$ cat src/rtl/tm1638_key_events_pkg.sv
// rtl/tm1638_key_events_pkg.sv - shared types and constants for the TM1638 key-event conditioner
package tm1638_key_events_pkg;

    // Per-key debounce state
    typedef enum logic [1:0] {
        IDLE        = 2'd0,
        PRESS_CHK   = 2'd1,
        HELD        = 2'd2,
        RELEASE_CHK = 2'd3
    } key_fsm_e;

    // Encoded event types reported on event_type
    localparam logic [1:0] EV_PRESS   = 2'd0;
    localparam logic [1:0] EV_RELEASE = 2'd1;
    localparam logic [1:0] EV_REPEAT  = 2'd2;

    // Counter widths: debounce in ms ticks (1..255), repeat in ms ticks (1..4095)
    localparam int DEB_W = 8;
    localparam int REP_W = 12;

endpackage

$ cat src/rtl/tm1638_key_debounce.sv
// rtl/tm1638_key_debounce.sv - one key's debounce FSM, debounce counter and optional repeat counter (TM1638_KEY_EVENTS_AUTOREPEAT_EN)
module tm1638_key_debounce
    import tm1638_key_events_pkg::*;
#(
    parameter int debounce_ms     = 10,
    parameter int repeat_delay_ms = 500,
    parameter int repeat_rate_ms  = 100
) (
    input  logic clk,
    input  logic rst,
    input  logic tick,
    input  logic key_sync,
    output logic key_state,
    output logic key_press,
    output logic key_release,
    output logic key_repeat,
    output logic press_nxt,
    output logic release_nxt,
    output logic repeat_nxt
);

    // The repeat reload value is delay-rate, so the rate may not exceed the delay.
    if (debounce_ms < 1 || debounce_ms > 255 || repeat_delay_ms < 1 || repeat_delay_ms > 4095 ||
        repeat_rate_ms < 1 || repeat_rate_ms > repeat_delay_ms) begin : g_bad_params
        $error("tm1638_key_debounce: parameter out of range");
    end

    localparam logic [DEB_W-1:0] DEB_LAST = DEB_W'(debounce_ms - 1);

    key_fsm_e         state;
    key_fsm_e         state_nxt;
    logic [DEB_W-1:0] deb_cnt;
    logic [DEB_W-1:0] deb_cnt_nxt;
    logic             deb_done;

    // The tick that completes a debounce is the debounce_ms-th one collected.
    assign deb_done = tick && (deb_cnt == DEB_LAST);

    // Next-state and pulse decode for the debounce FSM
    always_comb begin
        state_nxt   = state;
        deb_cnt_nxt = deb_cnt;
        press_nxt   = 1'b0;
        release_nxt = 1'b0;
        case (state)
            IDLE: begin
                if (key_sync) begin
                    state_nxt   = PRESS_CHK;
                    deb_cnt_nxt = '0;
                end
            end
            PRESS_CHK: begin
                if (!key_sync) begin
                    state_nxt = IDLE;
                end else if (deb_done) begin
                    state_nxt = HELD;
                    press_nxt = 1'b1;
                end else if (tick) begin
                    deb_cnt_nxt = deb_cnt + 1'b1;
                end
            end
            HELD: begin
                if (!key_sync) begin
                    state_nxt   = RELEASE_CHK;
                    deb_cnt_nxt = '0;
                end
            end
            RELEASE_CHK: begin
                if (key_sync) begin
                    state_nxt = HELD;
                end else if (deb_done) begin
                    state_nxt   = IDLE;
                    release_nxt = 1'b1;
                end else if (tick) begin
                    deb_cnt_nxt = deb_cnt + 1'b1;
                end
            end
            default: state_nxt = IDLE;
        endcase
    end

`ifdef TM1638_KEY_EVENTS_AUTOREPEAT_EN
    localparam logic [REP_W-1:0] REP_LAST   = REP_W'(repeat_delay_ms - 1);
    localparam logic [REP_W-1:0] REP_RELOAD = REP_W'(repeat_delay_ms - repeat_rate_ms);

    logic [REP_W-1:0] rep_cnt;
    logic [REP_W-1:0] rep_cnt_nxt;
    logic             hold_run;

    // Repeat timing: restarts on every entry to HELD, runs while the key is still considered held
    always_comb begin
        rep_cnt_nxt = rep_cnt;
        repeat_nxt  = 1'b0;
        hold_run    = (state == HELD) || (state == RELEASE_CHK && !key_sync && !deb_done);
        if (state_nxt == HELD && state != HELD) begin
            rep_cnt_nxt = '0;
        end else if (hold_run && tick) begin
            if (rep_cnt == REP_LAST) begin
                repeat_nxt  = 1'b1;
                rep_cnt_nxt = REP_RELOAD;
            end else begin
                rep_cnt_nxt = rep_cnt + 1'b1;
            end
        end
    end

    // Repeat counter register
    always_ff @(posedge clk or posedge rst) begin
        if (rst) begin
            rep_cnt <= '0;
        end else begin
            rep_cnt <= rep_cnt_nxt;
        end
    end
`else
    assign repeat_nxt = 1'b0;
`endif

    // FSM, debounce counter and registered key outputs
    always_ff @(posedge clk or posedge rst) begin
        if (rst) begin
            state       <= IDLE;
            deb_cnt     <= '0;
            key_state   <= 1'b0;
            key_press   <= 1'b0;
            key_release <= 1'b0;
            key_repeat  <= 1'b0;
        end else begin
            state       <= state_nxt;
            deb_cnt     <= deb_cnt_nxt;
            key_state   <= (state_nxt == HELD) || (state_nxt == RELEASE_CHK);
            key_press   <= press_nxt;
            key_release <= release_nxt;
            key_repeat  <= repeat_nxt;
        end
    end

endmodule

$ cat src/rtl/tm1638_key_events.sv
// rtl/tm1638_key_events.sv - key synchronizer, ms tick, per-key debounce and event encoder (auto-repeat under TM1638_KEY_EVENTS_AUTOREPEAT_EN)
module tm1638_key_events
    import tm1638_key_events_pkg::*;
#(
    parameter int clk_mhz         = 50,
    parameter int w_key           = 8,
    parameter int debounce_ms     = 10,
    parameter int repeat_delay_ms = 500,
    parameter int repeat_rate_ms  = 100
) (
    input  logic                       clk,
    input  logic                       rst,
    input  logic [w_key-1:0]           keys,
    output logic [w_key-1:0]           key_state,
    output logic [w_key-1:0]           key_press,
    output logic [w_key-1:0]           key_release,
    output logic [w_key-1:0]           key_repeat,
    output logic                       event_valid,
    output logic [$clog2(w_key)-1:0]   event_key,
    output logic [1:0]                 event_type
);

    localparam int KW        = $clog2(w_key);
    localparam int TICK_LAST = clk_mhz * 1000 - 1;
    localparam int PW        = $clog2(clk_mhz * 1000);

    logic [w_key-1:0] sync_q1;
    logic [w_key-1:0] sync_q2;
    logic [PW-1:0]    pre_cnt;
    logic             tick;
    logic [w_key-1:0] press_nxt;
    logic [w_key-1:0] release_nxt;
    logic [w_key-1:0] repeat_nxt;
    logic             ev_valid_nxt;
    logic [KW-1:0]    ev_key_nxt;
    logic [1:0]       ev_type_nxt;

    // Two-flop synchronizer on the raw key levels
    always_ff @(posedge clk or posedge rst) begin
        if (rst) begin
            sync_q1 <= '0;
            sync_q2 <= '0;
        end else begin
            sync_q1 <= keys;
            sync_q2 <= sync_q1;
        end
    end

    assign tick = (pre_cnt == PW'(TICK_LAST));

    // 1 ms prescaler, wraps to 0 after the terminal count
    always_ff @(posedge clk or posedge rst) begin
        if (rst) begin
            pre_cnt <= '0;
        end else if (tick) begin
            pre_cnt <= '0;
        end else begin
            pre_cnt <= pre_cnt + 1'b1;
        end
    end

    for (genvar k = 0; k < w_key; k++) begin : g_key
        tm1638_key_debounce #(
            .debounce_ms     (debounce_ms),
            .repeat_delay_ms (repeat_delay_ms),
            .repeat_rate_ms  (repeat_rate_ms)
        ) u_deb (
            .clk         (clk),
            .rst         (rst),
            .tick        (tick),
            .key_sync    (sync_q2[k]),
            .key_state   (key_state[k]),
            .key_press   (key_press[k]),
            .key_release (key_release[k]),
            .key_repeat  (key_repeat[k]),
            .press_nxt   (press_nxt[k]),
            .release_nxt (release_nxt[k]),
            .repeat_nxt  (repeat_nxt[k])
        );
    end

    // Lowest-index key wins; downward scan lets the lowest index write last
    always_comb begin
        ev_valid_nxt = 1'b0;
        ev_key_nxt   = '0;
        ev_type_nxt  = EV_PRESS;
        for (int i = w_key - 1; i >= 0; i--) begin
            if (press_nxt[i] || release_nxt[i] || repeat_nxt[i]) begin
                ev_valid_nxt = 1'b1;
                ev_key_nxt   = KW'(i);
                ev_type_nxt  = press_nxt[i] ? EV_PRESS : (release_nxt[i] ? EV_RELEASE : EV_REPEAT);
            end
        end
    end

    // Event port registered alongside the per-key pulse vectors
    always_ff @(posedge clk or posedge rst) begin
        if (rst) begin
            event_valid <= 1'b0;
            event_key   <= '0;
            event_type  <= EV_PRESS;
        end else begin
            event_valid <= ev_valid_nxt;
            event_key   <= ev_key_nxt;
            event_type  <= ev_type_nxt;
        end
    end

endmodule

$ cat config.mk
export PLATFORM = sky130hd
export DESIGN_NAME = tm1638_key_events
export DESIGN_NICKNAME = d
export VERILOG_FILES = /design/src/rtl/tm1638_key_events_pkg.sv /design/src/rtl/tm1638_key_debounce.sv /design/src/rtl/tm1638_key_events.sv
export SDC_FILE = /design/constraint.sdc
export NUM_CORES = 1
export LEC_CHECK = 0
export ABC_CLOCK_PERIOD_IN_PS = 5800
export BUFFER_PORTS_ARGS = -buffer_cell sky130_fd_sc_hd__buf_2
export CORE_MARGIN = 5
export CORE_UTILIZATION = 60
export CTS_CLUSTER_SIZE = 24
export DETAILED_ROUTE_END_ITERATION = 7
export GPL_TIMING_DRIVEN = 0
export PLACE_DENSITY = 0.79
export SYNTH_ARGS = -nofsm -noshare
export SYNTH_HDL_FRONTEND = slang
export SYNTH_SLANG_ARGS = --single-unit
$ cat constraint.sdc
create_clock -name clk -period 5.8 [get_ports clk]
set_clock_uncertainty 0.2 [all_clocks]
set_input_delay 1.16 -clock clk [delete_from_list [all_inputs] [get_ports clk]]
set_output_delay 1.16 -clock clk [all_outputs]
set_load 0.02 [all_outputs]
Yosys cells after proc, flatten, opt, wreduce, memory -nomap -nowiden
Cells that the tools add are included.
Word-level totals
  bits of input ports: 10
  register bits after elaboration: 142
Cells by class
  equality and inequality tests: 81
  multiplexer cells: 193
  add/subtract/negate cells: 9
  reductions and logical operators: 40
Operators by type and width (count)
  $mux 8: 48
  $pmux 8 s4: 8
  $mux 2: 72
  $add 8x1->8 const B: 8
  $eq 2x2->1 const B: 32
  $eq 8x4->1 const B: 8
  $ne 2x2->1 const B: 32
  $pmux 2 s4: 8
  $mux 1: 48
  $reduce_and 4->1: 8
  $mux 3: 8
  $add 16x1->16 const B: 1
  $eq 16x16->1 const B: 1
  $eq 2x1->1 const B: 8
  $logic_not 2->1: 8
  $logic_or 1x1->1: 16
  $mux 16: 1
  $logic_and 1x1->1: 8

Longest topological paths before layout
Gate-level depths: netlist (run 1).
  depth after elaboration: 15
  gate-level depth with buffers: 10

By module
Synthesis (run 1) repeated with hierarchy kept, for this count alone.
Unflattened totals
  cell total of the unflattened synthesis: 671
  area, all modules: 7045.5 µm²
By module, submodules not included
  tm1638_key_debounce: seq. area each 300.3 µm², times used 8, cells an instance 66, area an instance 679.4 µm²
  tm1638_key_events: seq. area each 950.9 µm², times used 1, cells an instance 143, area an instance 1610.3 µm²

Least setup slack after synthesis (run 1)
Ideal clock, no wire load.
  kind: register to register
  from: register pre_cnt[0]
  to: register g_key[0].u_deb.deb_cnt[5]
  stages on the path, launching flop included: 10
  arrival time: 2194 ps
  buffers on the path: 2
  setup time: 66 ps
  setup slack: 3340 ps
  clock period less this slack: 2460 ps
  path through: dfrtp_1 > ha_1 > and3_1 > clkbuf_1 > and4_1 > buf_2 > a21oi_2 > nand3_1 > or4_1 > nand2_1
Between the ends
  word-level cells in the longest chain between the ends: 5
Ends and longest elaborated chain
  start, declared: line tm1638_key_events.sv:29  | logic [PW-1:0] pre_cnt;
  start signal, assigned: line tm1638_key_events.sv:58  | pre_cnt <= pre_cnt + 1'b1;
  $eq 16x16->1 *: line tm1638_key_events.sv:49  | assign tick = (pre_cnt == PW'(TICK_LAST));
  $mux 8 / $logic_and 1x1->1 (equally long branches)
  $mux 8 *
  $mux 8 (on tied branches)
  $pmux 8 s4 *
  end signal, assigned: line tm1638_key_debounce.sv:130  | deb_cnt <= deb_cnt_nxt;
  end, declared: line tm1638_key_debounce.sv:32  | logic [DEB_W-1:0] deb_cnt;
Mark *: on every way between the ends. The rest lies on a longest branch, timed or not. The select of a mux whose other input is x is not followed.
A chain may end at the register's enable or synchronous reset.

Worst setup path in the final report (run 1)
  from: register pre_cnt[0]
  to: register g_key[4].u_deb.deb_cnt[4]
Between the ends
  word-level cells in the longest chain between the ends: 5
Ends and longest elaborated chain (line)
  $eq 16x16->1 *: tm1638_key_events.sv:49
  $mux 8 / $logic_and 1x1->1 (equally long branches)
  $mux 8 *
  $mux 8 (on tied branches)
  $pmux 8 s4 *
  end signal, assigned: tm1638_key_debounce.sv:130
  end, declared: tm1638_key_debounce.sv:32
Marked as above.

==> results of run 1 <==
worst max-delay path: stages, from the launching register on:
cell      delay [ps]
dfrtp_1          390
ha_1             200
and3_1           160
clkbuf_1         250
nand4_2          500
a211oi_2         610
nand4_1          180
xor2_1           170
nor2_1            60
per-layer routing:
metal,track usage,vias up,wire [µm]
met1,0.276,2423,5830
met3,0.0581,27,731
met5,0,-,0
li1,-,2388,-
met4,0.0872,0,284
met2,0.339,136,6590
worst max path at each step:
stage                     from                         to  slack (ps)  cells after the start
finish              pre_cnt[0]  g_key[4].u_deb.deb_cnt[4]        2950                      8
global route        pre_cnt[0]  g_key[4].u_deb.deb_cnt[4]        2730                      8
CTS                 pre_cnt[0]  g_key[2].u_deb.deb_cnt[7]        2950                      8
detailed placement  pre_cnt[0]  g_key[4].u_deb.deb_cnt[6]        2960                      8
global placement           rst   g_key[6].u_deb.key_press        -710                      2
floorplan                  rst               event_key[0]         660                      1
kinds of logic after synthesis:
family / Yosys count / share of synthesized area
compound gates: 82 / 0.0862
simple gates: 273 / 0.218
xor+xnor: 52 / 0.0661
other cells: 1 / 0.000544
mux: 20 / 0.0318
flops: 141 / 0.512
fa+ha+maj: 17 / 0.0309
buf+inv: 65 / 0.0548
state kept, by name (all words and copies together), names as in the netlist:
signal / count
event_valid: 1
sync_q2: 8
g_key.u_deb.deb_cnt: 64
pre_cnt: 16
g_key.u_deb.key_state: 8
g_key.u_deb.state: 16
g_key.u_deb.key_press: 8
g_key.u_deb.key_release: 8
event_type: 1
event_key: 3
sync_q1: 8
through the flow:
stage | utilization | setup slack [ps] | power (µW)
floorplan | - | 659 | 1140
global placement | 0.644 | -714 | 1160
detailed placement | 0.647 | 2960 | 1170
CTS | 0.699 | 2950 | 2230
global route | 0.699 | 2730 | 2300
finish | 0.699 | 2950 | 2210
power breakdown:
group | total, µW | leakage, µW | switching, µW | internal, µW
clock network | 1060 | 0.000285 | 396 | 662
logic | 113 | 0.00162 | 69.7 | 42.9
registers | 1040 | 0.00189 | 29.2 | 1010
synthesized netlist by cell type (all sizes together), types with 3 or more instances:
cell type / count / area (µm²)
a211oi: 4 / 72.6
a21o: 5 / 38.8
a21oi: 16 / 83.8
a22o: 5 / 43.8
and2: 8 / 50.1
and3: 21 / 133
and3b: 4 / 36.3
and4: 7 / 62.6
buf: 41 / 287
clkbuf: 5 / 20.0
dfrtp: 141 / 3530
ha: 17 / 213
inv: 19 / 71.3
mux2: 15 / 169
mux2i: 5 / 50.1
nand2: 53 / 199
nand2b: 5 / 31.3
nand3: 21 / 105
nand3b: 4 / 30.0
nand4: 27 / 181
nand4b: 3 / 26.3
nor2: 73 / 277
nor2b: 4 / 25.0
nor3: 6 / 30.0
nor3b: 8 / 60.1
nor4: 5 / 46.3
nor4b: 6 / 58.8
nor4bb: 3 / 30.0
o21ai: 27 / 139
o22ai: 3 / 18.8
o31ai: 8 / 65.1
or3: 4 / 25.0
or4: 3 / 22.5
or4b: 3 / 33.8
xnor2: 14 / 123
xor2: 38 / 333
final cells by class:
class                      count  share of cell area
inverter                      19             0.00965
buffer                        46              0.0387
tap                          143              0.0226
multi-input combinational    453               0.381
clock buffer                  21              0.0595
sequential                   141               0.446
clock inverter                11              0.0147
timing repair buffer          39              0.0275
==> flow_metrics.py, run 1 <==
metrics = {
    "synthesis": {
        "async_flop_share": 1.00,
        "ys_seq_area_frac": 0.512,
        "syn-cell-area_mm2": 0.00689,
        "yosys.cell_types.count": 71,
        "synth_edf_count": 0,
        "synth-seq-cells": 141,
        "ys_warn_count": 0,
        "postSynthCellCount": 651,
        "syn_area_per_cell_um2": 10.6,
        "ys.flop_type": "dfrtp_1",
    },
    "clock_tree": {
        "cts_tree": "built",
        "post_cts_buffers": 0,
        "cts_buffer_depth": 2,
        "numCtsBuffers": 17,
        "cts.sinks": 141,
        "htree_levels": 4,
        "ctsRootBufferMaster": "clkbuf_16",
        "cts.repair.resized": 0,
        "hold_buffers": 0,
        "insertion_delay_ps": 420,
        "clk_pin_slew_ps": 60,
    },
    "critical_path": {
        "critical_path_class": "reg -> reg",
        "worstPathArrival_ps": 2940,
        "start_kind": "flop",
        "r2r_start": "pre_cnt[0]",
        "cp.required_ps": 5890,
        "reg2reg_setup_slack_ps": 2950,
        "reg2reg_to": "g_key[4].u_deb.deb_cnt[4]",
        "endpoint_kind": "flop",
        "path_max_fanout": 8,
        "reg2reg_depth": 8,
    },
    "floorplanning": {
        "die_w_um": 117,
        "row_count": 39,
        "die-area_mm2": 0.0137,
        "core_mm2": 0.0113,
        "initial_core_util": 0.609,
        "die_h_um": 117,
        "ioPinCount": 48,
    },
    "finish": {
        "final_cell_mix": "141 x dfrtp_1, 72 x nor2_1, 53 x nand2_1",
        "fin_area_mm2": 0.00791,
        "fill_cells": 832,
        "final_common_cell": "dfrtp_1",
        "layout.cells.non_filler": 873,
        "nets": 744,
        "multiInputGateArea_mm2": 0.00302,
        "seq_area_mm2": 0.00353,
        "areaGrowthSynthToFinish_pct": 14.8,
        "drive_above_1_share": 0.208,
        "antenna_cells": 0,
    },
    "sta": {
        "whs_ps": 148,
        "hold_violations": 0,
        "tightest_slew_ps": 662,
        "relSlewSlack": 0.555,
        "fin_crit_sh": 0.492,
        "min_period_ps": 2850,
        "slew_viol_final": 0,
        "finalSetupViolations": 0,
        "fin_setup_tns_ps": 0,
        "rsz0062_at_grt": "false",
        "clock.fmax_mhz": 351,
    },
    "outcome": {
        "status": "finished clean",
    },
    "flow_run": {
        "maxCapViolations": 0,
    },
    "placed_design": {
        "gp_congestion": 0.850,
        "dp_cells": 841,
        "dp_hpwl_um": 9480,
        "numPortBuffers": 38,
        "placed_area_mm2": 0.00733,
    },
    "worst_hold_path": {
        "holdPathStages": 0,
        "min-delay-start": "sync_q1[4]",
        "whs_endpoint": "sync_q2[4]",
        "hold_path.class": "reg -> reg",
    },
    "drt": {
        "drt-total-wl_um": 13400,
        "dr.pass1.iters": 5,
        "via_per_inst": 5.70,
        "drtAntennaViolNets": 0,
        "vias": 4974,
        "drc_errors": 0,
        "first_iter_violations": 440,
        "wl_per_cell_um": 15.4,
    },
    "power": {
        "p_per_area_mw_per_mm2": 279,
        "ir_drop_uv": 249,
        "power.leakage_uw": 0.00379,
    },
    "global_routing": {
        "grt_overflow": 0,
        "grt_pass1_wl_um": 22800,
        "grt_max_degree": 93,
        "grt_pass1_vias": 4858,
        "grt.total_usage": 0.212,
        "antenna_found_initial": 0,
    },
}
Note: power is estimated with default switching activity, not from simulation.
==> inputs of run 2 (changes only) <==
Settings changed: ABC_CLOCK_PERIOD_IN_PS 5800 to 2900.
Clock period 5.8 ns to 2.9 ns, I/O delays scaled along.
==> run 2 against run 1 <==
Worst hold slack got worse by 120 ps. Final area rose by 1.8%. Critical path type unchanged. Worst setup slack got worse by 2900 ps. Die area unchanged. Non-clock buffer count increased by 2. Largest power group unchanged. Core utilization increased by 1.3 points. Wire length grew 4.9%. Maximum frequency is 1.4% lower. Critical endpoint is now g_key[2].u_deb.deb_cnt[6]. Register-to-register slack worse by 2900 ps. Clock power is 130% higher. Highest routed layer unchanged.
==> flow_metrics.py, run 2 (same netlist as run 1, synthesis figures left out) <==
metrics = {
    "drt": {
        "drc_errors": 0,
        "drtAntennaViolNets": 0,
        "via_per_inst": 5.68,
        "dr.pass1.iters": 5,
        "wl_per_cell_um": 16.1,
        "vias": 4974,
        "drt-total-wl_um": 14100,
        "first_iter_violations": 457,
    },
    "critical_path": {
        "path_max_fanout": 10,
        "endpoint_kind": "flop",
        "worst_path_largest_cell_delay_ps": 730,
        "worstPathArrival_ps": 2980,
        "path_cells": "nor4b_1, nand4_4, a211oi_4, nand4_1, xor2_1, nor2_1",
        "critical_path_class": "reg -> reg",
        "cp.required_ps": 2990,
        "start_kind": "flop",
        "slowest_stage": "nor4b_1",
    },
    "placed_design": {
        "placed_area_mm2": 0.00736,
        "dp_hpwl_um": 9720,
        "numPortBuffers": 38,
        "dp_cells": 843,
        "gp_congestion": 0.898,
    },
    "clock_tree": {
        "cts_tree": "built",
        "htree_levels": 4,
        "clk_pin_slew_ps": 60,
        "ctsRootBufferMaster": "clkbuf_16",
        "cts.sinks": 141,
        "cts_buffer_depth": 2,
        "insertion_delay_ps": 420,
        "numCtsBuffers": 17,
    },
    "finish": {
        "layout.cells.non_filler": 875,
        "top_register": "g_key.u_deb.deb_cnt",
        "nets": 746,
        "final_common_cell": "dfrtp_1",
        "antenna_cells": 0,
        "areaGrowthSynthToFinish_pct": 16.8,
        "drive_above_1_share": 0.216,
        "final_cell_mix": "141 x dfrtp_1, 72 x nor2_1, 53 x nand2_1",
        "largest_reg_flops": 64,
        "fin_area_mm2": 0.00806,
        "largestRegisters": "g_key.u_deb.deb_cnt (64), g_key.u_deb.state (16), pre_cnt (16)",
    },
    "sta": {
        "clock.fmax_mhz": 346,
        "fin_crit_sh": 0.997,
        "finalSetupViolations": 0,
        "tightest_slew_ps": 784,
        "slew_viol_final": 0,
        "relSlewSlack": 0.470,
        "whs_ps": 24.8,
        "hold_violations": 0,
        "min_period_ps": 2890,
    },
    "global_routing": {
        "grt_overflow": 0,
        "antenna_found_initial": 0,
        "grt_max_degree": 45,
        "grt_pass1_wl_um": 23300,
        "grt_pass1_vias": 4876,
        "grt.total_usage": 0.220,
    },
    "floorplanning": {
        "core_mm2": 0.0113,
        "die_w_um": 117,
        "die-area_mm2": 0.0137,
        "initial_core_util": 0.609,
        "die_h_um": 117,
        "row_count": 39,
        "ioPinCount": 48,
    },
    "power": {
        "power.leakage_uw": 0.00383,
        "ir_drop_uv": 531,
        "p_per_area_mw_per_mm2": 586,
    },
    "worst_hold_path": {
        "hold_path.class": "in -> async",
    },
    "outcome": {
        "status": "finished clean",
    },
    "flow_run": {
        "maxCapViolations": 0,
    },
}
[run 2: cell count changes in the layout (fill, tap and decap cells not counted), sizes merged]
cell / change
clkbuf: +1
bufinv: +3
clkinvlp: -1
buf: +2
inv: -1
clkinv: -2
[run 2: repair_timing]
action | in CTS | in global routing
hold buffers | 0 | 0
buffers inserted | 0 | 0
resized for setup | 4 | 4
setup endpoints to repair | 3 | 16
[run 2: layout make-up]
type / instances / area (µm²)
flip-flops and latches: 141 / 3530
clock inverters: 10 / 185
inverters: 19 / 75.1
fillers: 795 / 3270
multi-input cells: 453 / 3050
repair buffers: 41 / 250
plain buffers: 46 / 309
clock buffers: 22 / 474
well taps: 143 / 179
[run 2: worst max-delay path: cells and delay by family, from the launching register on]
| kind | cells | cell delay, ps |
|---|---|---|
| XOR/XNOR | 1 | 200 |
| AND/OR/NAND/NOR | 4 | 1370 |
| flip-flops | 1 | 440 |
| AO/OA/AOI/OAI | 1 | 540 |
[run 2: metal layers]
layer	share of wire	wire (µm)	GRT usage	vias to the layer above
li1	-	-	-	2385
met1	0.44	6180	0.283	2439
met2	0.50	7080	0.367	129
met3	0.046	651	0.0535	21
met4	0.013	179	0.0772	0
met5	0	0	0	-
[run 2: worst paths after layout]
path                                  from                         to  slack, ps  cells after the start
worst max-delay path            pre_cnt[7]  g_key[2].u_deb.deb_cnt[6]          9                      6
worst min-delay path                   rst    g_key[6].u_deb.state[1]         20                      2
worst max register to register  pre_cnt[7]  g_key[2].u_deb.deb_cnt[6]          9                      6
worst min register to register  sync_q1[2]                 sync_q2[2]        150                      0
max in group asynchronous              rst  g_key[7].u_deb.deb_cnt[2]       1630                      4
min in group clk                   keys[1]                 sync_q1[1]         60                      1
[run 2: power by group]
part,switching [µW],internal [µW]
Combinational,144,90.9
Clock,807,1590
Sequential,58.9,2020
[run 2: through the flow]
| step | power, µW | util | setup slack (ps) | setup TNS, ps |
|---|---|---|---|---|
| 2_1_floorplan | 2270 | - | 357 | 0 |
| 3_3_place_gp | 2320 | 0.645 | -406 | -56340 |
| 3_5_place_dp | 2350 | 0.650 | -8.94 | -8.94 |
| 4_1_cts | 4750 | 0.710 | 86.5 | 0 |
| 5_1_grt | 4890 | 0.712 | -94.6 | -625 |
| 6_report | 4720 | 0.712 | 9.38 | 0 |
